`src/rtl/data_memory_responder_pkg.sv`:
```
// Shared types and default widths for the data memory responder.
package data_memory_responder_pkg;

  localparam int unsigned DEF_ADDR_W = 8;
  localparam int unsigned DEF_DATA_W = 8;
  localparam int unsigned CNT_W      = 4;

  typedef enum logic [1:0] {
    IDLE = 2'b00,
    BUSY = 2'b01,
    DONE = 2'b10
  } state_t;

  typedef enum logic {
    OP_READ  = 1'b0,
    OP_WRITE = 1'b1
  } op_t;

endpackage

```
`src/rtl/data_memory_responder_mem_array.sv`:
```
// DEPTH x DATA_W storage: synchronous write, combinational read, async clear.
module data_memory_responder_mem_array #(
  parameter int unsigned DATA_W = 8,
  parameter int unsigned DEPTH  = 256,
  localparam int unsigned IDX_W = $clog2(DEPTH)
) (
  input  logic              i_clk,
  input  logic              i_rst_n,
  input  logic              i_we,
  input  logic [IDX_W-1:0]  i_addr,
  input  logic [DATA_W-1:0] i_wdata,
  output logic [DATA_W-1:0] o_rdata
);

  logic [DATA_W-1:0] r_mem [DEPTH];

  // Storage: reset clears every word, otherwise write on enable.
  always_ff @(posedge i_clk or negedge i_rst_n) begin
    if (!i_rst_n) begin
      for (int unsigned i = 0; i < DEPTH; i++) begin
        r_mem[i] <= '0;
      end
    end else if (i_we) begin
      r_mem[i_addr] <= i_wdata;
    end
  end

  assign o_rdata = r_mem[i_addr];

endmodule

```
`src/rtl/data_memory_responder.sv`:
```
// CPU load/store responder: stalls the CPU, commits after LATENCY edges in BUSY.
module data_memory_responder
  import data_memory_responder_pkg::*;
#(
  parameter int unsigned ADDR_W  = DEF_ADDR_W,
  parameter int unsigned DATA_W  = DEF_DATA_W,
  parameter int unsigned DEPTH   = 2 ** ADDR_W,
  parameter int unsigned LATENCY = 5
) (
  input  logic              CLK,
  input  logic              RESET_N,
  input  logic              READ,
  input  logic              WRITE,
  input  logic [ADDR_W-1:0] ADDRESS,
  input  logic [DATA_W-1:0] WRITEDATA,
  output logic [DATA_W-1:0] READDATA,
  output logic              BUSYWAIT
);

  localparam int unsigned IDX_W = $clog2(DEPTH);

  state_t            r_state;
  state_t            w_next_state;
  logic [CNT_W-1:0]  r_cnt;
  op_t               r_op;
  logic [ADDR_W-1:0] r_addr;
  logic [DATA_W-1:0] r_data;
  logic [DATA_W-1:0] r_readdata;
  logic              w_req;
  logic              w_busywait;
  logic              w_commit;
  logic              w_mem_we;
  logic [IDX_W-1:0]  w_idx;
  logic [DATA_W-1:0] w_mem_rdata;

  // Exactly one of READ/WRITE is a legal request; both high is ignored.
  assign w_req = READ ^ WRITE;

  // State register.
  always_ff @(posedge CLK or negedge RESET_N) begin
    if (!RESET_N) begin
      r_state <= IDLE;
    end else begin
      r_state <= w_next_state;
    end
  end

  // Next state, stall and commit decode; IDLE stall is combinational so the
  // CPU freezes in its request cycle. Reset forces the stall low.
  always_comb begin
    w_next_state = r_state;
    w_busywait   = 1'b0;
    w_commit     = 1'b0;
    unique case (r_state)
      IDLE: begin
        w_busywait = RESET_N & w_req;
        if (w_req) begin
          w_next_state = BUSY;
        end
      end
      BUSY: begin
        w_busywait = 1'b1;
        if (r_cnt == '0) begin
          w_commit     = 1'b1;
          w_next_state = DONE;
        end
      end
      DONE: begin
        w_next_state = IDLE;
      end
      default: begin
        w_next_state = IDLE;
      end
    endcase
  end

  // Request latches and latency counter.
  always_ff @(posedge CLK or negedge RESET_N) begin
    if (!RESET_N) begin
      r_cnt  <= '0;
      r_op   <= OP_READ;
      r_addr <= '0;
      r_data <= '0;
    end else if (r_state == IDLE && w_req) begin
      r_cnt  <= CNT_W'(LATENCY - 1);
      r_op   <= WRITE ? OP_WRITE : OP_READ;
      r_addr <= ADDRESS;
      r_data <= WRITEDATA;
    end else if (r_state == BUSY && r_cnt != '0) begin
      r_cnt  <= r_cnt - CNT_W'(1);
    end
  end

  // Read data holds until the next read commits.
  always_ff @(posedge CLK or negedge RESET_N) begin
    if (!RESET_N) begin
      r_readdata <= '0;
    end else if (w_commit && r_op == OP_READ) begin
      r_readdata <= w_mem_rdata;
    end
  end

  assign w_idx    = r_addr[IDX_W-1:0];
  assign w_mem_we = w_commit && (r_op == OP_WRITE);

  data_memory_responder_mem_array #(
    .DATA_W (DATA_W),
    .DEPTH  (DEPTH)
  ) u_mem_array (
    .i_clk   (CLK),
    .i_rst_n (RESET_N),
    .i_we    (w_mem_we),
    .i_addr  (w_idx),
    .i_wdata (r_data),
    .o_rdata (w_mem_rdata)
  );

  assign READDATA = r_readdata;
  assign BUSYWAIT = w_busywait;

endmodule

```
`config.mk`:
```
export PLATFORM = sky130hd
export DESIGN_NAME = data_memory_responder
export DESIGN_NICKNAME = d
export VERILOG_FILES = /design/src/rtl/data_memory_responder_pkg.sv /design/src/rtl/data_memory_responder_mem_array.sv /design/src/rtl/data_memory_responder.sv
export SDC_FILE = /design/constraint.sdc
export NUM_CORES = 2
export LEC_CHECK = 0
export BUFFER_PORTS_ARGS = -buffer_cell sky130_fd_sc_hd__buf_2
export CORE_UTILIZATION = 58
export DETAILED_ROUTE_END_ITERATION = 10
export GPL_ROUTABILITY_DRIVEN = 0
export PLACE_DENSITY = 0.74
export SYNTH_ARGS = -nofsm -noshare
export SYNTH_HDL_FRONTEND = slang
export SYNTH_SLANG_ARGS = --single-unit
```
`constraint.sdc`:
```
create_clock -name CLK -period 2.4 [get_ports CLK]
set_input_delay 0.12 -clock CLK [delete_from_list [all_inputs] [get_ports CLK]]
set_output_delay 0.12 -clock CLK [all_outputs]
set_load 0.03 [all_outputs]
```
Word-level counts from Yosys, hierarchy flattened
Index checks and enable logic that the tools add are counted.
{"block": "op_classes", "addsub": 1, "n_lt_le_gt_ge": 2, "n_eq_ne": 3, "n_mux": 15, "bitwise": 4, "n_reduce_logical": 10}
{"cell": "2048-bit bitwise mux", "count": 1}
{"cell": "8-bit binary-select mux with 8-bit select", "count": 1}
{"cell": "8-bit demux with 8-bit select", "count": 1}
{"cell": "8-bit 2-to-1 mux", "count": 3}
{"cell": "9-bit >= comparator, second input constant", "count": 1}
{"cell": "9-bit by 1-bit less-than comparator with 1-bit output, second input constant", "count": 1}
{"cell": "8-bit inverter with 9-bit output", "count": 1}
{"cell": "4-bit 2-to-1 mux", "count": 2}
{"cell": "1-bit logical AND", "count": 5}
{"cell": "4-bit logical NOT", "count": 1}
{"cell": "2-bit 2-to-1 mux", "count": 2}
{"cell": "2-bit != test, second input constant", "count": 2}
{"cell": "2-bit case mux with 2 select lines", "count": 1}
{"cell": "4-bit nonzero test", "count": 1}
{"cell": "4-bit by 1-bit subtractor with 4-bit output, second input constant", "count": 1}
{"cell": "1-bit 2-to-1 mux", "count": 3}
{"cell": "2-bit by 1-bit equality test with 1-bit output, second input constant", "count": 1}
{"cell": "2-bit logical NOT", "count": 1}
{"cell": "1-bit case mux with 2 select lines", "count": 1}
{"cell": "2-bit AND reduction", "count": 1}
{"cell": "2-bit nonzero test", "count": 1}
{"cell": "1-bit bitwise AND", "count": 1}
{"cell": "1-bit inverter", "count": 1}
{"cell": "1-bit bitwise XOR", "count": 1}
{"block": "totals", "regBits": 2079, "output_inout_bits": 9, "wordCells": 297}

Depth between registers and ports, before layout
{"block": "depth", "word_depth": 6, "ltp_mapped": 13}

Cells and area by module
From an unflattened synthesis, not the netlist that was laid out.
{"block": "unflattened", "hier_cells": 5921, "area_unflattened_um2": 94036.4}
{"mod": "data_memory_responder_mem_array", "n_inst": 1, "cells_per_inst": 5832, "area_per_inst_um2": 92711.4, "seq_area_each_um2": 51249.2}
{"mod": "data_memory_responder", "n_inst": 1, "cells_per_inst": 89, "area_per_inst_um2": 1325.0, "seq_area_each_um2": 775.7}

Worst setup path before layout
Ideal clock, no wire load.
{"block": "synth_timing", "kind": "register to register", "start": "reg r_cnt[0]", "end": "reg u_mem_array.r_mem[648] in the netlist's numbering", "setup_time_ns": 0.125, "t_arrival_ns": 2.497, "slack_ns": -0.222, "path_stages_with_launch": 12, "n_path_buf": 2, "path_cell_list": "dfrtp_1 inv_1 ha_1 nor3b_2 and2_1 buf_2 nand3_1 nor2_1 nand3_2 buf_6 nor2_2 mux2_2"}
{"block": "synth_via", "elab_chain_cells": 4}
{"item": "start, declared", "line_no": "data_memory_responder.sv:24", "text": "logic [CNT_W-1:0] r_cnt;"}
{"item": "start signal, assigned", "line_no": "data_memory_responder.sv:85", "text": "r_cnt <= CNT_W'(LATENCY - 1);"}
{"item": "start signal, assigned", "line_no": "data_memory_responder.sv:90", "text": "r_cnt <= r_cnt - CNT_W'(1);"}
{"item": "4-bit logical NOT", "line_no": "data_memory_responder.sv:63", "text": "if (r_cnt == '0) begin"}
{"item": "1-bit 2-to-1 mux", "line_no": "data_memory_responder.sv:63"}
{"item": "1-bit 2-to-1 mux", "line_no": "data_memory_responder.sv:54", "text": "unique case (r_state)"}
{"item": "1-bit logical AND", "line_no": "data_memory_responder.sv:104", "text": "assign w_mem_we = w_commit && (r_op == OP_WRITE);"}
{"item": "end signal, assigned by index", "line_no": "data_memory_responder_mem_array.sv:24", "text": "r_mem[i_addr] <= i_wdata;"}
{"item": "end, declared", "line_no": "data_memory_responder_mem_array.sv:15", "text": "logic [DATA_W-1:0] r_mem [DEPTH];"}
Every way passes these cells.
A chain may end at the register's enable or synchronous reset.

Worst setup path in the final report
{"block": "layout_timing", "start": "reg r_addr[0]", "end": "reg r_readdata[0], in the netlist READDATA[0]"}
{"block": "layout_via", "elab_chain_cells": 4}
{"item": "start, declared", "line_no": "data_memory_responder.sv:26", "text": "logic [ADDR_W-1:0] r_addr;"}
{"item": "start signal, assigned", "line_no": "data_memory_responder.sv:82", "text": "r_addr <= '0;"}
{"item": "start signal, assigned", "line_no": "data_memory_responder.sv:87", "text": "r_addr <= ADDRESS;"}
{"item": "8-bit inverter with 9-bit output (implied by the code)", "line_no": "data_memory_responder_mem_array.sv:28", "text": "assign o_rdata = r_mem[i_addr];"}
{"item": "8-bit binary-select mux with 8-bit select", "line_no": "data_memory_responder_mem_array.sv:28"}
{"item": "8-bit 2-to-1 mux (implied by the code) (2 in a row)", "line_no": "data_memory_responder_mem_array.sv:28"}
{"item": "end signal, assigned", "line_no": "data_memory_responder.sv:99", "text": "r_readdata <= w_mem_rdata;"}
{"item": "end, declared", "line_no": "data_memory_responder.sv:28", "text": "logic [DATA_W-1:0] r_readdata;"}
Every way passes these cells. The select of a mux whose other input is x is not followed.

==> flow_summary_export.csv <==
group,metric,value,unit
synthesis,yosys_register_bits,2079,
floorplan,core,0.163,mm²
floorplan,die-area,0.165,mm²
sta,final_max_slew_viol_count,0,
global_route,grt_max_degree,121,
clock_network,cts_sinks,2079,
route,antenna_left,0,
worst_setup_path,cp-end-kind,"register",
route,first_iter_violations,6426,
synthesis,postSynth.asyncResetShare,1.00,
outcome,violations,"design-rule violations, negative setup slack",
synthesis,synth-main-ff-cell,"dfrtp_1",
floorplan,start_util,0.584,
outcome,status,"complete, but fails checks",
synthesis,synth-edff-count,0,
sta,finClkSkew,0.0311,ns
synthesis,synthCells,6157,
floorplan,ios,29,
sta,fin_ws,-0.709,ns
flow_run,drv_cap,0,
sta,tns,-686.11,ns
route,wl_met3,28900,µm
global_route,antenna_found_initial,12,
worst_setup_path,start_kind,"register",
synthesis,netlist_area,0.0949,mm²
worst_setup_path,crit_fanout,13,
floorplan,die_w,406,µm
clock_network,clk_path_buf_depth,3,
floorplan,die_h,406,µm
route,vias,62591,
finish,syn2layout_area_growth,28.9,%
route,drt-pass1-iter-count,10,
clock_network,cts_made_buffers,209,
synthesis,yosys_warnings,0,
global_route,grt.overflow.total,0,
placed_design,placedInstanceArea,0.106,mm²
sta,period_share,1.30,
sta,hold_violations,0,
sta,max_slew_margin,0.370,
global_route,track_usage,0.352,
clock_network,clkTransAtPathRegs,0.06,ns
power_and_ir_drop,power_density,897,mW/mm²
power_and_ir_drop,ir_drop,1170,µV
clock_network,cts_tree,"done",
global_route,grt_pass1_vias,63582,
finish,most-common-layout-cells,"dfrtp_1, mux2_2, mux2_4, buf_4, mux4_2",
synthesis,synth.net_count,6178,
sta,setup_viol,2057,
sta,worst_pin_slew,0.936,ns
sta,period_minus_slack,3.11,ns
route,met2_length,138000,µm
route,routed.top_layer,"met5",
worst_setup_path,crit_arrival,3.85,ns
placed_design,post-dp-hpwl,188000,µm
clock_network,cts-htree-levels,4,
route,drt-wirelength-per-cell,32.3,µm
route,drc,2,
worst_setup_path,required,3.14,ns
global_route,grt_pass1_wl,429000,µm
worst_setup_path,crit_type,"register to register",
sta,max_freq,322,MHz
synthesis,synth.distinct_cells,69,
route,via_per_inst,6.69,
clock_network,worst_skew_pair.late_latency,0.86,ns
power_and_ir_drop,p_leak,57.2,nW
floorplan,fp-row-count,148,
finish,drive_gt1_frac,0.604,
synthesis,yosysSeqAreaShare,0.548,
synthesis,synth.avg_cell_area,15.4,µm²
route,wirelength,303000,µm
route,wl_met1,121000,µm
placed_design,io_buffers,28,
finish,nets,7023,
finish,design_area,0.122,mm²
finish,layout_commonest_cell,"dfrtp_1",
sta,rsz0062_at_grt,"yes",
min_path,hold_path_class,"input port to async pin",
clock_network,root_buffer,"clkbuf_16",
==> cell families after synthesis <==
family / Yosys count / synth area share
adders and majority gates: 1 / 0.000132
buffers and inverters: 463 / 0.0217
muxes: 2688 / 0.375
AOI/OAI and AO/OA: 268 / 0.0206
DFF: 2079 / 0.548
and+or+nand+nor: 654 / 0.0343
xor gates and xnor gates: 4 / 0.000369
==> per-layer routing <==
metal  global-route usage  vias to the layer above
met3               0.0840                      817
li1                     -                    24662
met2                0.526                     3150
met5                    0                        -
met1                0.499                    33952
met4                0.145                       10
==> cells in the mapped netlist (4+ instances only) <==
master / n / area share
dfrtp_1: 2079 / 0.55
a21oi_1: 32 / 0.0017
a221oi_1: 7 / 0.00065
buf_2: 81 / 0.0043
buf_1: 30 / 0.0012
o22a_1: 8 / 0.00074
a22oi_1: 39 / 0.0031
mux2i_1: 143 / 0.015
a32oi_1: 36 / 0.0033
o211ai_1: 8 / 0.00063
mux2_1: 57 / 0.0068
nor2_1: 81 / 0.0032
mux2_2: 2003 / 0.24
nand3b_1: 7 / 0.00055
o221ai_1: 8 / 0.00074
nor4_1: 6 / 0.00040
a31oi_1: 11 / 0.00073
nor2b_1: 22 / 0.0015
nand2b_1: 11 / 0.00073
a22o_1: 6 / 0.00055
buf_6: 4 / 0.00047
nor2_2: 129 / 0.0085
o22ai_1: 27 / 0.0018
clkbuf_1: 291 / 0.012
and2_1: 5 / 0.00033
nand3_1: 48 / 0.0025
nor2_4: 6 / 0.00071
nor3_1: 17 / 0.00090
a211oi_1: 22 / 0.0017
nand4_1: 12 / 0.00079
nand2_1: 267 / 0.011
o21ai_0: 25 / 0.0013
mux4_2: 485 / 0.12
o2111ai_1: 4 / 0.00037
buf_4: 51 / 0.0040
a2111oi_0: 9 / 0.00083
a211o_1: 4 / 0.00037
nand2_2: 20 / 0.0013
==> metrics by stage <==
stage	setup slack, ns	total power [W]	cells	util	hold WS [ns]
2_1_floorplan	-0.122	0.0527	6157	-	-0.176
3_3_place_gp	-0.983	0.0689	8805	0.652	0.0632
3_5_place_dp	-0.974	0.0692	8805	0.652	0.0770
4_1_cts	-0.565	0.106	9280	0.718	0.0765
5_1_grt	-0.668	0.112	9352	0.752	0.0855
6_report	-0.709	0.110	9359	0.752	0.0812
==> worst max-delay path, stage by stage, from the launching register on <==
cell,delay [ns]
dfrtp_4,0.49
buf_12,0.17
buf_16,0.17
buf_8,0.16
mux4_2,0.55
o211ai_1,0.22
buf_4,0.18
a21oi_2,0.15
a211oi_4,0.30
nand4_1,0.30
o22a_1,0.27
==> flip-flops by register name, indices dropped and copies added (netlist names) <==
| name | flops |
|---|---|
| u_mem_array.r_mem | 2048 |
| r_data | 8 |
| r_cnt | 4 |
| READDATA | 8 |
| r_state | 2 |
| r_op | 1 |
| r_addr | 8 |
==> report_power, final <==
| part | switching, W | total [W] | internal (W) |
|---|---|---|---|
| combinational | 0.0226 | 0.0374 | 0.0147 |
| clock | 0.0144 | 0.0346 | 0.0202 |
| sequential | 0.00192 | 0.0377 | 0.0358 |
==> worst paths after layout <==
| path | start | endpoint | slack, ns | cells past startpoint |
|---|---|---|---|---|
| min in group CLK | ADDRESS[2] | r_addr[2] | 0.32 | 4 |
| min reg2reg | u_mem_array.r_mem[786] | u_mem_array.r_mem[786] | 0.50 | 1 |
| max reg2reg | r_addr[0] | READDATA[0] | -0.71 | 10 |
| max in group asynchronous | RESET_N | u_mem_array.r_mem[1770] | 1.47 | 3 |
| min | RESET_N | u_mem_array.r_mem[379] | 0.08 | 3 |
| max | r_addr[0] | READDATA[0] | -0.71 | 10 |
==> timing repair <==
action | in CTS | in global routing
gates resized for setup | 528 | 1144
cloned | 11 | 12
hold buffers | 44 | 0
setup buffers | 38 | 67
endpoints found under the setup margin | 2057 | 2057
endpoints found under the hold margin | 1851 | 0
pin swaps | 71 | 159
==> final cells by class <==
cell class | instances | area [µm²]
tap | 2175 | 2720
clock inverter | 75 | 986
sequential | 2079 | 52100
clock buffer | 310 | 6260
timing repair buffer | 1091 | 13600
fill | 8998 | 40300
inverter | 6 | 30.0
antenna | 8 | 20.0
multi-input combinational | 3615 | 46600
Power figures use the tool's default switching activity.
